--- src/rtl/uart_frame_sequencer_pkg.sv ---
// Shared definitions for the UART frame sequencer: state encoding,
// default error fill byte and the saturating counter helper.
package uart_frame_sequencer_pkg;

  typedef enum logic [2:0] {
    ST_COLLECT     = 3'd0,
    ST_DISPATCH    = 3'd1,
    ST_WAIT_RESULT = 3'd2,
    ST_SEND        = 3'd3,
    ST_WAIT_TX     = 3'd4
  } seq_state_t;

  localparam logic [7:0] DEFAULT_ERR_BYTE = 8'hEE;

  // 8-bit increment that sticks at 255
  function automatic logic [7:0] sat_inc8(input logic [7:0] v);
    return (v == 8'hFF) ? v : v + 8'd1;
  endfunction

endpackage

--- src/rtl/uart_frame_sequencer_frame_assembler.sv ---
// Packs received characters into a frame, little-end first, and discards
// a partial frame when the line goes quiet for too long.
module uart_frame_sequencer_frame_assembler
  import uart_frame_sequencer_pkg::*;
#(
  parameter int DBITS       = 8,
  parameter int FRAME_BYTES = 8,
  parameter int GAP_CYCLES  = 1_000_000
) (
  input  logic                         clk,
  input  logic                         reset,
  input  logic                         en,
  input  logic                         byte_valid,
  input  logic [DBITS-1:0]             byte_in,
  output logic [FRAME_BYTES*DBITS-1:0] frame,
  output logic                         frame_done,
  output logic [7:0]                   resync_count
);

  localparam int IW = $clog2(FRAME_BYTES);
  localparam int GW = $clog2(GAP_CYCLES + 1);
  localparam logic [IW-1:0] LAST_IDX = IW'(FRAME_BYTES - 1);
  localparam logic [GW-1:0] GAP_LAST = GW'(GAP_CYCLES - 1);

  logic [IW-1:0] idx;
  logic [GW-1:0] gap;
  logic          take;

  // bytes are only taken while the sequencer is collecting
  assign take = byte_valid & en;

  // index, byte placement, gap timer and resync counter
  always_ff @(posedge clk) begin
    if (reset) begin
      idx          <= '0;
      gap          <= '0;
      frame        <= '0;
      frame_done   <= 1'b0;
      resync_count <= '0;
    end else begin
      frame_done <= 1'b0;
      for (int k = 0; k < FRAME_BYTES; k++)
        if (take && idx == IW'(k)) frame[k*DBITS +: DBITS] <= byte_in;
      if (take) begin
        // an arriving byte always beats an expiring gap timer
        gap <= '0;
        if (idx == LAST_IDX) begin
          idx        <= '0;
          frame_done <= 1'b1;
        end else begin
          idx <= idx + IW'(1);
        end
      end else if (idx != '0) begin
        if (gap == GAP_LAST) begin
          idx          <= '0;
          gap          <= '0;
          resync_count <= sat_inc8(resync_count);
        end else begin
          gap <= gap + GW'(1);
        end
      end
    end
  end

endmodule

--- src/rtl/uart_frame_sequencer.sv ---
// Sequences UART RX bytes -> coprocessor frame -> result -> UART TX,
// with a result timeout and TX backpressure handling.
module uart_frame_sequencer
  import uart_frame_sequencer_pkg::*;
#(
  parameter int               DBITS          = 8,
  parameter int               FRAME_BYTES    = 8,
  parameter int               GAP_CYCLES     = 1_000_000,
  parameter int               TIMEOUT_CYCLES = 4_000_000,
  parameter logic [DBITS-1:0] ERR_BYTE       = DBITS'(DEFAULT_ERR_BYTE)
) (
  input  logic                         clk,
  input  logic                         reset,
  input  logic [DBITS-1:0]             rx_byte,
  input  logic                         rx_byte_valid,
  output logic [FRAME_BYTES*DBITS-1:0] cp_din,
  output logic                         cp_din_valid,
  input  logic [FRAME_BYTES*DBITS-1:0] cp_dout,
  input  logic                         cp_dout_valid,
  output logic [FRAME_BYTES*DBITS-1:0] tx_frame,
  output logic                         tx_send,
  input  logic                         tx_busy,
  output logic [2:0]                   state,
  output logic                         err_timeout,
  output logic [7:0]                   overrun_count,
  output logic [7:0]                   resync_count
);

  localparam int FW = FRAME_BYTES * DBITS;
  localparam int TW = $clog2(TIMEOUT_CYCLES + 1);

  seq_state_t    st, st_nx;
  logic [TW-1:0] cp_timer;
  logic [1:0]    wtx_cnt;
  logic          timeout_hit;
  logic          frame_done;
  logic [FW-1:0] asm_frame;

  uart_frame_sequencer_frame_assembler #(
    .DBITS      (DBITS),
    .FRAME_BYTES(FRAME_BYTES),
    .GAP_CYCLES (GAP_CYCLES)
  ) u_asm (
    .clk         (clk),
    .reset       (reset),
    .en          (st == ST_COLLECT),
    .byte_valid  (rx_byte_valid),
    .byte_in     (rx_byte),
    .frame       (asm_frame),
    .frame_done  (frame_done),
    .resync_count(resync_count)
  );

  assign state       = st;
  assign timeout_hit = (cp_timer == TW'(TIMEOUT_CYCLES - 1));

  // state register
  always_ff @(posedge clk) begin
    if (reset) st <= ST_COLLECT;
    else       st <= st_nx;
  end

  // next-state logic
  always_comb begin
    st_nx = st;
    unique case (st)
      ST_COLLECT:     if (frame_done) st_nx = ST_DISPATCH;
      ST_DISPATCH:    st_nx = ST_WAIT_RESULT;
      ST_WAIT_RESULT: if (cp_dout_valid || timeout_hit) st_nx = ST_SEND;
      ST_SEND:        if (!tx_busy) st_nx = ST_WAIT_TX;
      // hold two cycles so a late-rising tx_busy is still seen
      ST_WAIT_TX:     if (wtx_cnt == 2'd2 && !tx_busy) st_nx = ST_COLLECT;
      default:        st_nx = ST_COLLECT;
    endcase
  end

  // timers: result timeout counts only in WAIT_RESULT, WAIT_TX dwell counter
  always_ff @(posedge clk) begin
    if (reset) begin
      cp_timer <= '0;
      wtx_cnt  <= '0;
    end else begin
      cp_timer <= (st == ST_WAIT_RESULT) ? cp_timer + TW'(1) : '0;
      if (st != ST_WAIT_TX)    wtx_cnt <= '0;
      else if (wtx_cnt != 2'd2) wtx_cnt <= wtx_cnt + 2'd1;
    end
  end

  // frame issue, result capture and TX strobe
  always_ff @(posedge clk) begin
    if (reset) begin
      cp_din       <= '0;
      cp_din_valid <= 1'b0;
      tx_frame     <= '0;
      tx_send      <= 1'b0;
      err_timeout  <= 1'b0;
    end else begin
      cp_din_valid <= 1'b0;
      tx_send      <= 1'b0;
      // cp_din is captured once per frame and held until the next one
      if (st == ST_COLLECT && frame_done) begin
        cp_din       <= asm_frame;
        cp_din_valid <= 1'b1;
      end
      if (st == ST_WAIT_RESULT) begin
        if (cp_dout_valid) begin
          tx_frame <= cp_dout;
        end else if (timeout_hit) begin
          tx_frame    <= {FRAME_BYTES{ERR_BYTE}};
          err_timeout <= 1'b1;
        end
      end
      if (st == ST_SEND && !tx_busy) tx_send <= 1'b1;
    end
  end

  // bytes arriving outside COLLECT are dropped and counted
  always_ff @(posedge clk) begin
    if (reset)                                overrun_count <= '0;
    else if (rx_byte_valid && st != ST_COLLECT) overrun_count <= sat_inc8(overrun_count);
  end

endmodule

--- config.mk ---
export PLATFORM = sky130hd
export DESIGN_NAME = uart_frame_sequencer
export DESIGN_NICKNAME = d
export VERILOG_FILES = /design/src/rtl/uart_frame_sequencer_pkg.sv /design/src/rtl/uart_frame_sequencer_frame_assembler.sv /design/src/rtl/uart_frame_sequencer.sv
export SDC_FILE = /design/constraint.sdc
export NUM_CORES = 1
export LEC_CHECK = 0
export ABC_AREA = 1
export BUFFER_PORTS_ARGS = -buffer_cell sky130_fd_sc_hd__buf_2
export CAP_MARGIN = 10
export CORE_ASPECT_RATIO = 0.6
export CORE_MARGIN = 2
export CORE_UTILIZATION = 54
export DETAILED_ROUTE_END_ITERATION = 8
export PLACE_DENSITY = 0.79
export SLEW_MARGIN = 20
export SYNTH_ARGS = -nofsm -noshare
export SYNTH_HDL_FRONTEND = slang
export SYNTH_HIERARCHICAL = 1
export SYNTH_SLANG_ARGS = --single-unit
--- constraint.sdc ---
create_clock -name clk -period 2.6 [get_ports clk]
set_clock_uncertainty 0.05 [all_clocks]
set_input_delay 0.26 -clock clk [delete_from_list [all_inputs] [get_ports clk]]
set_output_delay 0.26 -clock clk [all_outputs]
set_load 0.01 [all_outputs]
# --- Yosys cells after proc, flatten, opt, wreduce, memory -nomap -nowiden ---
# Index checks and enable logic that the tools add are counted.
word_totals:
  ff_bits: 262
  out_inout_bits: 150
op_classes:
  addsub: 6
  n_eq_ne: 22
  muxes: 15
  n_bitwise: 6
  reduce_logical: 31
ops:
  columns: ["op", "n"]
  rows:
  - ["64-bit 2-to-1 mux", 2]
  - ["3-bit 2-to-1 mux", 8]
  - ["22-bit by 1-bit adder with 22-bit output (second input constant)", 1]
  - ["22-bit == test (second input constant)", 1]
  - ["20-bit by 1-bit adder with 20-bit output (second input constant)", 1]
  - ["20-bit == test (second input constant)", 1]
  - ["20-bit 2-to-1 mux", 1]
  - ["8-bit by 1-bit adder with 8-bit output (second input constant)", 2]
  - ["8-bit == test (second input constant)", 2]
  - ["3-bit == test (second input constant)", 5]
  - ["3-bit case mux with 5 select lines", 1]
  - ["3-bit by 2-bit == test with 1-bit output (second input constant)", 4]
  - ["1-bit logical AND", 12]
  - ["2-bit != test (second input constant)", 5]
  - ["4-bit AND reduction", 2]
  - ["2-bit OR reduction", 4]
  - ["3-bit by 1-bit == test with 1-bit output (second input constant)", 2]
  - ["3-bit zero test", 2]
  - ["2-bit AND reduction", 3]
  - ["2-bit nonzero test", 3]
  - ["3-bit nonzero test", 2]
  - ["1-bit inverter", 5]
  - ["3-bit by 1-bit adder with 3-bit output (second input constant)", 1]
  - ["1-bit 2-to-1 mux", 3]
  - ["other kinds (7)", 7]

# --- Longest topological paths before layout ---
# Gate-level depths: netlist of the first run.
logic_depth:
  ltp_word: 4
  mapped_depth: 12
  ltp_nobuf: 11

# --- Modules after synthesis ---
# The synthesis of the first run kept the hierarchy.
by_module_without_submodules:
  columns: ["mod", "n_inst", "cells_per_inst", "area_per_inst_um2"]
  rows:
  - ["uart_frame_sequencer", 1, 856, 6640.1]
  - ["uart_frame_sequencer_frame_assembler", 1, 567, 4031.4]

# --- Worst setup path before layout of the first run ---
# OpenSTA, ideal clock, no wires.
synth_timing:
  path_type: "flip-flop to flip-flop"
  start: "register st[0], in the netlist state[0]"
  end: "register u_asm.frame[0]"
  arrival_ns: 1.868
  t_required_ns: 2.434
  slack_ns: 0.567
  path_stages_with_launch: 11
  n_path_buf: 2
  synth_period_minus_slack_ns: 2.033
  path_cell_list: "dfxtp_1 > nor2_1 > nand2_1 > inv_2 > clkbuf_1 > nand2_1 > buf_2 > nor2_1 > inv_1 > nor2_1 > nor2_1"
synth_between:
  elab_chain_len: 3
synth_lines:
  columns: ["element", "line", "rtl"]
  rows:
  - ["from (decl)", "uart_frame_sequencer.sv:32", "seq_state_t st, st_nx;"]
  - ["from (signal assigned)", "uart_frame_sequencer.sv:60", "else st <= st_nx;"]
  - ["3-bit zero test", "uart_frame_sequencer.sv:46", ".en (st == ST_COLLECT),"]
  - ["1-bit bitwise AND", "uart_frame_sequencer_frame_assembler.sv:30", "assign take = byte_valid & en;"]
  - ["1-bit logical AND", "uart_frame_sequencer_frame_assembler.sv:43", "if (take && idx == IW'(k)) frame[k*DBITS +: DBITS] <= byte_in;"]
  - ["to (signal, indexed assignment)", "uart_frame_sequencer_frame_assembler.sv:43", null]
  - ["to (decl)", "uart_frame_sequencer_frame_assembler.sv:15", "output logic [FRAME_BYTES*DBITS-1:0] frame,"]
# Every way passes these cells.
# A chain may end at the register's enable or synchronous reset.

# --- Worst setup path in the final report of the first run ---
layout_timing:
  start: "register st[0], in the netlist state[0]"
  end: "register overrun_count[0]"
layout_between:
  elab_chain_len: 3
layout_lines:
  columns: ["element", "line", "rtl"]
  rows:
  - ["3-bit nonzero test", "uart_frame_sequencer.sv:120", "else if (rx_byte_valid && st != ST_COLLECT) overrun_count <= sat_inc8(overrun_count);"]
  - ["1-bit logical AND", "uart_frame_sequencer.sv:120", null]
  - ["2-bit AND reduction (no line)", null, null]
  - ["to (signal assigned)", "uart_frame_sequencer.sv:120", null]
  - ["to (decl)", "uart_frame_sequencer.sv:25", "output logic [7:0] overrun_count,"]
# Every way passes these cells.

==> flow_metrics.tcl, run 1 <==
set metrics [dict create \
    outcome "finished clean" \
    synth_common_cells "dfxtp_1 (262), nand2_1 (233), nor2_1 (206), a21oi_1 (134), nand3_1 (131)" \
    clock-sinks 262 \
    track_usage 0.271 \
    cts_hold_buffers 17 \
    powerDensity_nw_per_um2 751 \
    port_buffers 226 \
    rsz0062_at_grt "false" \
    htreeDepth 1 \
    avgViaCountPerCell 5.34 \
    rr_endpoint "overrun_count[0]$_SDFFE_PP0P_" \
    ys_ff_latch 262 \
    period_share 0.871 \
    synth-xor-area-share 0.00985 \
    hold_ws_ns 0.0317 \
    die_y_um 113 \
    row_count 39 \
    synth_mux_area_frac 0 \
    fmax_mhz 442 \
    clock_path_buffers 3 \
    cts_resized 0 \
    ff2ff_path_depth 9 \
    syn2layout_area_growth_pct 20.7 \
    wl_per_cell_um 15.4 \
    avgSynthCellArea_um2 7.50 \
    yosysWarnings 6 \
    crit_family "buffers and inverters" \
    drc 0 \
    crit_chain "nor2_1 > nand2_1 > inv_2 > buf_4 > nor2_1 > nand2_1 > inv_2 > o21ai_0 > a21oi_1" \
    yosys.area.top_type "dfxtp_1" \
    synth_area_um2 10700 \
    drt_first_pass_iters 5 \
    layout.nets 1723 \
    antenna_found_initial 0 \
    required_ns 2.95 \
    yosysMostFrequentCell "dfxtp_1" \
    synth-adder-area-share 0.0129 \
    seq_area_frac_synth 0.491 \
    cts_buffers 24 \
    placed_area_um2 11900 \
    leakage_nw 5.92 \
    post_cts_buffers 0 \
    root_buffer "clkbuf_16" \
    critPathLaunchType "flop" \
    die_x_um 185 \
    route.vias.total 10300 \
    fin_ws_ns 0.336 \
    final-setup-viol-count 0 \
    min_period_ns 2.26 \
    path_clk_slew_ns 0.07 \
    min_path_cells 4 \
    synth_nets 1511 \
    coreArea_um2 19200 \
    tightest_slew_ns 0.906 \
    timing.rr.start "state[0]$_SDFFE_PP0P_" \
    setup_tns_ns 0 \
    synth-simple-area-share 0.255 \
    fillers 1648 \
    dp_slack_ns 0.420 \
    io_pins 227 \
    ir_worst_vdd_uv 453 \
    cts_tree "built" \
    drtAntennaViolNets 0 \
    wirelength_um 29500 \
    reg2reg_slack_ns 0.34 \
    worstHoldPathType "in -> reg" \
    syn_inst 1423 \
    final-hold-violation-count 0 \
    synthArstFlopShare 0 \
    cp_max_fo 66 \
    worstPathArrival_ns 2.61 \
    die-area_um2 20900 \
    hpwl_um 20700 \
    clock_latency_ns 0.52 \
    max_stage_delay_ns 0.55 \
    maxSlewHeadroom 0.396 \
    slew_viol_final 0 \
    start_util 0.556 \
    synth_top_area_share 0.491 \
    critPathCaptureType "flop" \
    synth_edf_count 0 \
    yosysUniqueCellTypes 33 \
    overflow 0 \
    crit_type "reg -> reg" \
    synth_ff_type "dfxtp_1" \
    fin_area_um2 12900 \
    drtIter0Drc 854 \
    grt_pass1_vias 9239 \
    holdPathEnd "tx_frame[25]$_SDFFE_PP0P_" \
    routabilityCongestion 0.922 \
    hold_start "cp_dout[25]" \
    drv_cap 0 \
    grt_max_degree 84 \
    drive_gt1_frac 0.198 \
    critPathBufInv 3 \
    grt_pass1_wl_um 46600 \
    synth-compound-area-share 0.152 \
    slowest_stage "buf_4" \
    synth_top_family_by_area "simple AND/OR/NAND/NOR gates" \
    synth_area_leaders "dfxtp_1 (49%), nand2_1 (8.2%), nor2_1 (7.2%), a21oi_1 (6.3%), nand3_1 (6.1%)" \
]
-- per-stage QoR --
| stage | cells | total power [mW] | util |
|---|---|---|---|
| global route | 1917 | 10.1 | 0.672 |
| CTS | 1917 | 9.70 | 0.672 |
| global placement | 1858 | 6.19 | 0.623 |
| finish | 1918 | 9.68 | 0.672 |
| floorplan | 1423 | 5.67 | - |
| detailed placement | 1858 | 6.25 | 0.623 |
-- final cells by class --
| class | count | area [um^2] | area share |
|---|---|---|---|
| flip-flops and latches | 262 | 5250 | 0.407 |
| multi-input cells | 953 | 4590 | 0.356 |
| repair buffers | 259 | 1440 | 0.111 |
| clock buffers | 34 | 699 | 0.0543 |
| inverters | 135 | 507 | 0.0393 |
| well taps | 266 | 333 | 0.0258 |
| clock inverters | 8 | 70.1 | 0.00544 |
| diodes | 1 | 2.50 | 0.000194 |
-- state kept, by name, indices dropped and copies added (netlist names) --
register,flops
cp_din_valid,1
tx_send,1
u_asm/resync_count,8
err_timeout,1
cp_timer,22
state,3
overrun_count,8
u_asm/frame_done,1
u_asm/idx,3
wtx_cnt,2
u_asm/frame,64
tx_frame,64
cp_din,64
u_asm/gap,20
-- cells in the final DEF (no fill, tap or decap), types with 2 or more instances in the layout --
master         synthesis  final
or2_2                  4      4
nor3_2                 6      6
nand2_1              233    232
clkbuf_8               0      4
xor2_1                 8      8
inv_1                111    111
nor2_1               206    206
clkbuf_1              45      5
o21ai_0              106    106
buf_2                 18    225
clkinvlp_4             0      2
nor2_2                 5      5
o21bai_1              48     48
dlygate4sd3_1          0     17
nor2_4                 2      2
clkbuf_16              0     25
inv_2                 23     23
a21oi_1              134    134
nor3_1                14     14
clkinv_2               0      5
xnor2_1                4      4
nor3b_1                3      3
dfxtp_1              262    261
nand3b_1               3      3
o21ai_1               10     10
nand4_1               17     17
ha_1                  11     11
nand2_2                3      4
nand3_2                2      2
buf_4                  3     16
nand3_1              131    131
-- where the power goes --
part	switching (mW)	leakage (nW)	internal [mW]
sequential	0.194	2.12	4.32
clock	1.50	0.377	1.97
combinational	1.16	3.42	0.533
-- metal layers --
layer	vias to the layer above	share of wire	GRT usage
met5	-	0	0
met4	0	0.018	0.0561
met3	43	0.084	0.0499
met2	388	0.43	0.416
met1	4758	0.47	0.398
li1	5061	-	-
-- how the worst max path moves through the flow --
stage / start / to / slack (ns) / cells past startpoint
6_report: state[0]$_SDFFE_PP0P_ / overrun_count[0]$_SDFFE_PP0P_ / 0.34 / 9
5_1_grt: state[0]$_SDFFE_PP0P_ / overrun_count[0]$_SDFFE_PP0P_ / 0.17 / 9
3_3_place_gp: state[0]$_SDFFE_PP0P_ / overrun_count[0]$_SDFFE_PP0P_ / 0.54 / 9
4_1_cts: state[0]$_SDFFE_PP0P_ / overrun_count[0]$_SDFFE_PP0P_ / 0.39 / 9
2_1_floorplan: state[0]$_SDFFE_PP0P_ / u_asm/frame[0]$_SDFFE_PP0P_ / 0.57 / 10
3_5_place_dp: state[0]$_SDFFE_PP0P_ / overrun_count[0]$_SDFFE_PP0P_ / 0.42 / 9
-- tightest hold or removal path, stage by stage --
cell and delay [ns]:
buf_2 0.07, o21ai_1 0.05, o21bai_1 0.14, inv_1 0.04
-- logic make-up (layout without fill, tap and decap cells) --
kind of cell,after synthesis,count (layout)
simple gates,631,631
compound gates,299,299
flops,262,262
buf+inv,208,436
xor+xnor,12,12
fa+ha+maj,11,11
other cells,0,1
(Power assumes the default switching activity.)
==> run 2, diff against run 1 <==
--- a/config.mk
+++ b/config.mk
@@ -5,14 +5,14 @@
 export SDC_FILE = /design/constraint.sdc
 export NUM_CORES = 1
 export LEC_CHECK = 0
-export ABC_AREA = 1
+export ABC_AREA = 0
 export BUFFER_PORTS_ARGS = -buffer_cell sky130_fd_sc_hd__buf_2
 export CAP_MARGIN = 10
 export CORE_ASPECT_RATIO = 0.6
 export CORE_MARGIN = 2
 export CORE_UTILIZATION = 54
 export DETAILED_ROUTE_END_ITERATION = 8
-export PLACE_DENSITY = 0.79
+export PLACE_DENSITY = 0.8
 export SLEW_MARGIN = 20
 export SYNTH_ARGS = -nofsm -noshare
 export SYNTH_HDL_FRONTEND = slang
==> flow_metrics.tcl, run 2 <==
set metrics [dict create \
    antenna_found_initial 1 \
    overflow 0 \
    drt_first_pass_iters 7 \
    drc 0 \
    wirelength_um 28600 \
    drv_cap 0 \
    yosysWarnings 6 \
    final-hold-violation-count 0 \
    wl_per_cell_um 16.4 \
    fin_cells 1747 \
    outcome "finished clean" \
    yosysMostFrequentCell "nand2_1" \
    yosysUniqueCellTypes 57 \
    synth_ff_type "dfxtp_1" \
    clock-sinks 262 \
    required_ns 2.96 \
    critPathBufInv 2 \
    avgSynthCellArea_um2 8.23 \
    cts_tree "built" \
    leakage_nw 5.20 \
    die_x_um 182 \
    die_y_um 111 \
    hold_ws_ns 0.00616 \
    max_stage_delay_ns 0.60 \
    root_buffer "clkbuf_16" \
    drtIter0Drc 1043 \
    critPathLaunchType "flop" \
    port_buffers 226 \
    rsz0062_at_grt "false" \
    synth_area_leaders "dfxtp_1 (51%), nand2_1 (10%), a21oi_1 (7.7%), nor2_1 (6.1%), a211oi_1 (3.5%)" \
    synth_nets 1333 \
    final_common_cell "nand2_1" \
    crit_family "simple AND/OR/NAND/NOR gates" \
    drive_gt1_frac 0.208 \
    yosys.area.top_type "dfxtp_1" \
    period_share 0.928 \
    track_usage 0.274 \
    final-setup-viol-count 0 \
    synth_edf_count 0 \
    fillers 1406 \
    critPathCaptureType "flop" \
    crit_chain "inv_1 > ha_1 > nor2b_1 > or3b_2 > nor3_4 > buf_4 > a31oi_1 > o21ba_1" \
    syn2layout_area_growth_pct 26.4 \
    grt_max_degree 152 \
    worstPathArrival_ns 2.78 \
    clock_latency_ns 0.52 \
    crit_type "reg -> reg" \
    drtAntennaViolNets 0 \
    layout.nets 1576 \
    grt_pass1_wl_um 46100 \
    slowest_stage "or3b_2" \
    routabilityCongestion 0.872 \
    route.vias.total 9789 \
    layout_common_cells "nand2_1 (281), dfxtp_1 (262), buf_2 (225)" \
    tightest_slew_ns 0.783 \
    clock_path_buffers 3 \
    maxSlewHeadroom 0.476 \
    seq_area_frac_synth 0.512 \
    path_clk_slew_ns 0.07 \
    avgViaCountPerCell 5.60 \
    grt_pass1_vias 8999 \
    fmax_mhz 415 \
    min_period_ns 2.41 \
    slew_viol_final 0 \
    synth_area_um2 10200 \
    htreeDepth 1 \
    p_total_mw 8.22 \
    syn_inst 1245 \
    placedCellCount 1645 \
    start_util 0.559 \
    io_pins 227 \
    synthArstFlopShare 0 \
    reg_top3 "cp_din (64), tx_frame (64), u_asm/frame (64)" \
    powerDensity_nw_per_um2 635 \
    row_count 38 \
    synth_common_cells "nand2_1 (282), dfxtp_1 (262), nor2_1 (167), a21oi_1 (158), clkbuf_1 (67)" \
    setup_tns_ns 0 \
    cts_buffers 24 \
    worstHoldPathType "in -> reg" \
    ys_ff_latch 262 \
    hpwl_um 17900 \
    synth_top_area_share 0.512 \
    cp_max_fo 7 \
    coreArea_um2 18300 \
    ir_worst_vdd_uv 440 \
    die-area_um2 20100 \
]
-- run 2: worst paths after layout --
kind,start,to,slack (ns),cells past startpoint
worst min-delay path,cp_dout[3],tx_frame[3]$_SDFFE_PP0P_,0.006,3
worst min register to register,u_asm/frame[43]$_SDFFE_PP0P_,cp_din[43]$_SDFFE_PP0P_,0.40,2
worst max-delay path,u_asm/idx[0]$_SDFFE_PP0P_,u_asm/resync_count[5]$_SDFFE_PP0P_,0.19,8
worst max register to register,u_asm/idx[0]$_SDFFE_PP0P_,u_asm/resync_count[5]$_SDFFE_PP0P_,0.19,8
-- run 2: metal layers --
metal,vias up,global-route usage,share of wire
met3,74,0.0549,0.080
met5,-,0,0
met2,433,0.415,0.43
met1,4569,0.395,0.46
li1,4713,-,-
met4,0,0.0840,0.029
-- run 2: timing repair --
action / CTS / global route
endpoints found under the setup margin: 0 / 5
endpoints found under the hold margin: 56 / 0
resized for setup: 0 / 1
buffers inserted: 0 / 1
hold buffers: 56 / 0
-- run 2: cell type report --
type	instances	area, um^2	area share
antenna	1	2.50	0.000193
clock buffer	31	698	0.0539
clock inverter	13	174	0.0134
inverter	9	33.8	0.00261
multi-input combinational	884	4590	0.354
sequential	262	5250	0.405
tap	240	300	0.0232
timing repair buffer	307	1900	0.147
-- run 2: metrics by stage --
stage	worst slack (ns)	utilization	area (um^2)
after detailed placement	0.104	0.628	11500
after global placement	0.211	0.628	11500
after global routing	0.0471	0.707	12900
after CTS	0.0807	0.706	12900
after floorplan	0.158	-	10200
final	0.188	0.707	12900
-- run 2: worst register-to-register path, stage by stage (launching register included) --
cell	delay, ns
dfxtp_1	0.40
inv_1	0.10
ha_1	0.26
nor2b_1	0.17
or3b_2	0.60
nor3_4	0.27
buf_4	0.19
a31oi_1	0.09
o21ba_1	0.18
-- run 2: cell families (layout without fill, tap and decap cells) --
logic type                 Yosys count  after routing  share of synthesized area
and+or+nand+nor                    565            565                      0.240
AOI/OAI and AO/OA                  265            265                      0.156
DFF                                262            262                      0.512
buffers and inverters               99            360                     0.0413
xor gates and xnor gates            38             38                     0.0325
adders and majority gates           11             11                     0.0134
muxes                                5              5                    0.00538
other                                0              1                          0
-- run 2: power by group --
| part | internal, mW | switching, mW |
|---|---|---|
| logic | 0.136 | 0.189 |
| registers | 4.03 | 0.0151 |
| clock network | 2.30 | 1.55 |
==> run 3, diff against run 2 <==
==> constraint.sdc (replaced) <==
create_clock -name clk -period 2.3 [get_ports clk]
set_clock_uncertainty 0.05 [all_clocks]
set_input_delay 0.23 -clock clk [delete_from_list [all_inputs] [get_ports clk]]
set_output_delay 0.23 -clock clk [all_outputs]
set_load 0.01 [all_outputs]
==> flow_metrics.tcl, run 3 (synthesized netlist as in run 2, its figures left out) <==
set metrics [dict create \
    crit_family "simple AND/OR/NAND/NOR gates" \
    grt_pass1_wl_um 47200 \
    drt_first_pass_iters 5 \
    critPathBufInv 0 \
    layout_common_cells "nand2_1 (281), dfxtp_1 (260), buf_2 (225)" \
    grt_pass1_vias 9284 \
    maxSlewHeadroom 0.488 \
    fillers 1369 \
    antenna_found_initial 2 \
    track_usage 0.283 \
    powerDensity_nw_per_um2 680 \
    final_common_cell "nand2_1" \
    drtAntennaViolNets 0 \
    cts_tree "built" \
    outcome "finished clean" \
    p_clk_frac 0.438 \
    coreArea_um2 18300 \
    io_pins 227 \
    htreeDepth 1 \
    required_ns 2.65 \
    tightest_slew_ns 0.766 \
    leakage_nw 5.22 \
    layout.nets 1589 \
    cp_max_fo 48 \
    crit_type "reg -> reg" \
    drive_gt1_frac 0.207 \
    port_buffers 226 \
    route.vias.total 9812 \
    drv_cap 0 \
    row_count 38 \
    p_comb_frac 0.044 \
    hold_ws_ns 0.0538 \
    wirelength_um 29200 \
    final-setup-viol-count 0 \
    cts_buffers 23 \
    grt_max_degree 113 \
    p_sw_mw 1.91 \
    die-area_um2 20100 \
    regArea_um2 5250 \
    overflow 0 \
    critPathCaptureType "flop" \
    slew_viol_final 0 \
    seqPwrFrac 0.518 \
    period_share 0.964 \
    max_stage_delay_ns 0.60 \
    clock_latency_ns 0.51 \
    clock_path_buffers 3 \
    die_y_um 111 \
    path_clk_slew_ns 0.07 \
    drtIter0Drc 890 \
    routabilityCongestion 0.909 \
    clock-sinks 262 \
    start_util 0.559 \
    rsz0062_at_grt "false" \
    min_period_ns 2.22 \
    setup_tns_ns 0 \
    worstPathArrival_ns 2.57 \
    ir_worst_vdd_uv 470 \
    final-hold-violation-count 0 \
    slowest_stage "or3_4" \
    crit_chain "ha_1 > and3_1 > nand3_1 > or3_4 > a211oi_1" \
    reg_top3 "cp_din (64), tx_frame (64), u_asm/frame (64)" \
    fmax_mhz 451 \
    reg2reg_slack_ns 0.08 \
    drc 0 \
    fin_area_um2 13000 \
    placed_area_um2 11600 \
    worstHoldPathType "in -> reg" \
    switching_share 0.216 \
    hpwl_um 18800 \
    internal-power_mw 6.93 \
    syn2layout_area_growth_pct 26.9 \
    root_buffer "clkbuf_16" \
    wl_per_cell_um 16.6 \
    die_x_um 182 \
    avgViaCountPerCell 5.58 \
    multi_input_area_um2 4600 \
    critPathLaunchType "flop" \
]
==> run 3: cell types whose count changed in the layout (fill, tap and decap cells not counted), sizes merged <==
| cell | previous run | this run |
|---|---|---|
| inv | 9 | 8 |
| bufinv | 4 | 2 |
| buf | 251 | 255 |
| diode | 1 | 2 |
| clkinv | 7 | 6 |
| dlygate4sd3 | 56 | 66 |
==> run 3: layout make-up <==
type / instances / area share
Tap cell: 240 / 0.0231
Clock buffer: 31 / 0.0497
Antenna cell: 2 / 0.000385
Multi-Input combinational cell: 884 / 0.354
Clock inverter: 9 / 0.00799
Inverter: 9 / 0.00260
Timing Repair Buffer: 321 / 0.159
Sequential cell: 262 / 0.404
==> run 3: final timing paths <==
check                          startpoint                           end  cells past startpoint
setup reg to reg   cp_timer[0]$_SDFF_PP0_     tx_frame[47]$_SDFFE_PP0P_                      5
setup / recovery   cp_timer[0]$_SDFF_PP0_     tx_frame[47]$_SDFFE_PP0P_                      5
hold reg to reg   cp_din[62]$_SDFFE_PP0P_       cp_din[62]$_SDFFE_PP0P_                      2
hold / removal                 rx_byte[7]  u_asm/frame[15]$_SDFFE_PP0P_                      3
==> run 3: tightest hold or removal path, stage by stage <==
cell,delay [ns]
buf_2,0.19
nand2_1,0.09
a21oi_1,0.05
==> run 3: power by group through the flow <==
| stage | Clock, mW | Combinational (mW) | Sequential (mW) |
|---|---|---|---|
| after floorplan | 0 | 0.161 | 4.68 |
| after global placement | 0 | 0.282 | 4.68 |
| after detailed placement | 0 | 0.287 | 4.68 |
| after CTS | 3.91 | 0.376 | 4.58 |
| after global routing | 4.11 | 0.419 | 4.58 |
| final | 3.87 | 0.391 | 4.58 |
==> run 3: through the flow <==
step                      instances  power, mW  setup WS (ns)  utilization
after floorplan                1245       4.84         0.0417            -
after global placement         1650       4.96         0.0556        0.632
after detailed placement       1650       4.97         0.0345        0.632
after CTS                      1756       8.86        0.00473        0.709
after global routing           1758       9.10        0.00201        0.710
final                          1758       8.83         0.0825        0.710
==> run 3: per-layer routing <==
| layer | vias to the layer above | wire (um) | GRT usage |
|---|---|---|---|
| li1 | 4741 | - | - |
| met2 | 409 | 12300 | 0.424 |
| met1 | 4593 | 13500 | 0.410 |
| met5 | - | 0 | 0 |
| met3 | 69 | 2560 | 0.0581 |
| met4 | 0 | 949 | 0.0889 |
==> run 3: timing repair <==
| item | CTS | global route |
|---|---|---|
| setup buffers | 0 | 0 |
| hold buffers | 66 | 0 |
| resized for setup | 0 | 1 |
| setup endpoints to repair | 0 | 10 |
| endpoints found under the hold margin | 71 | 0 |
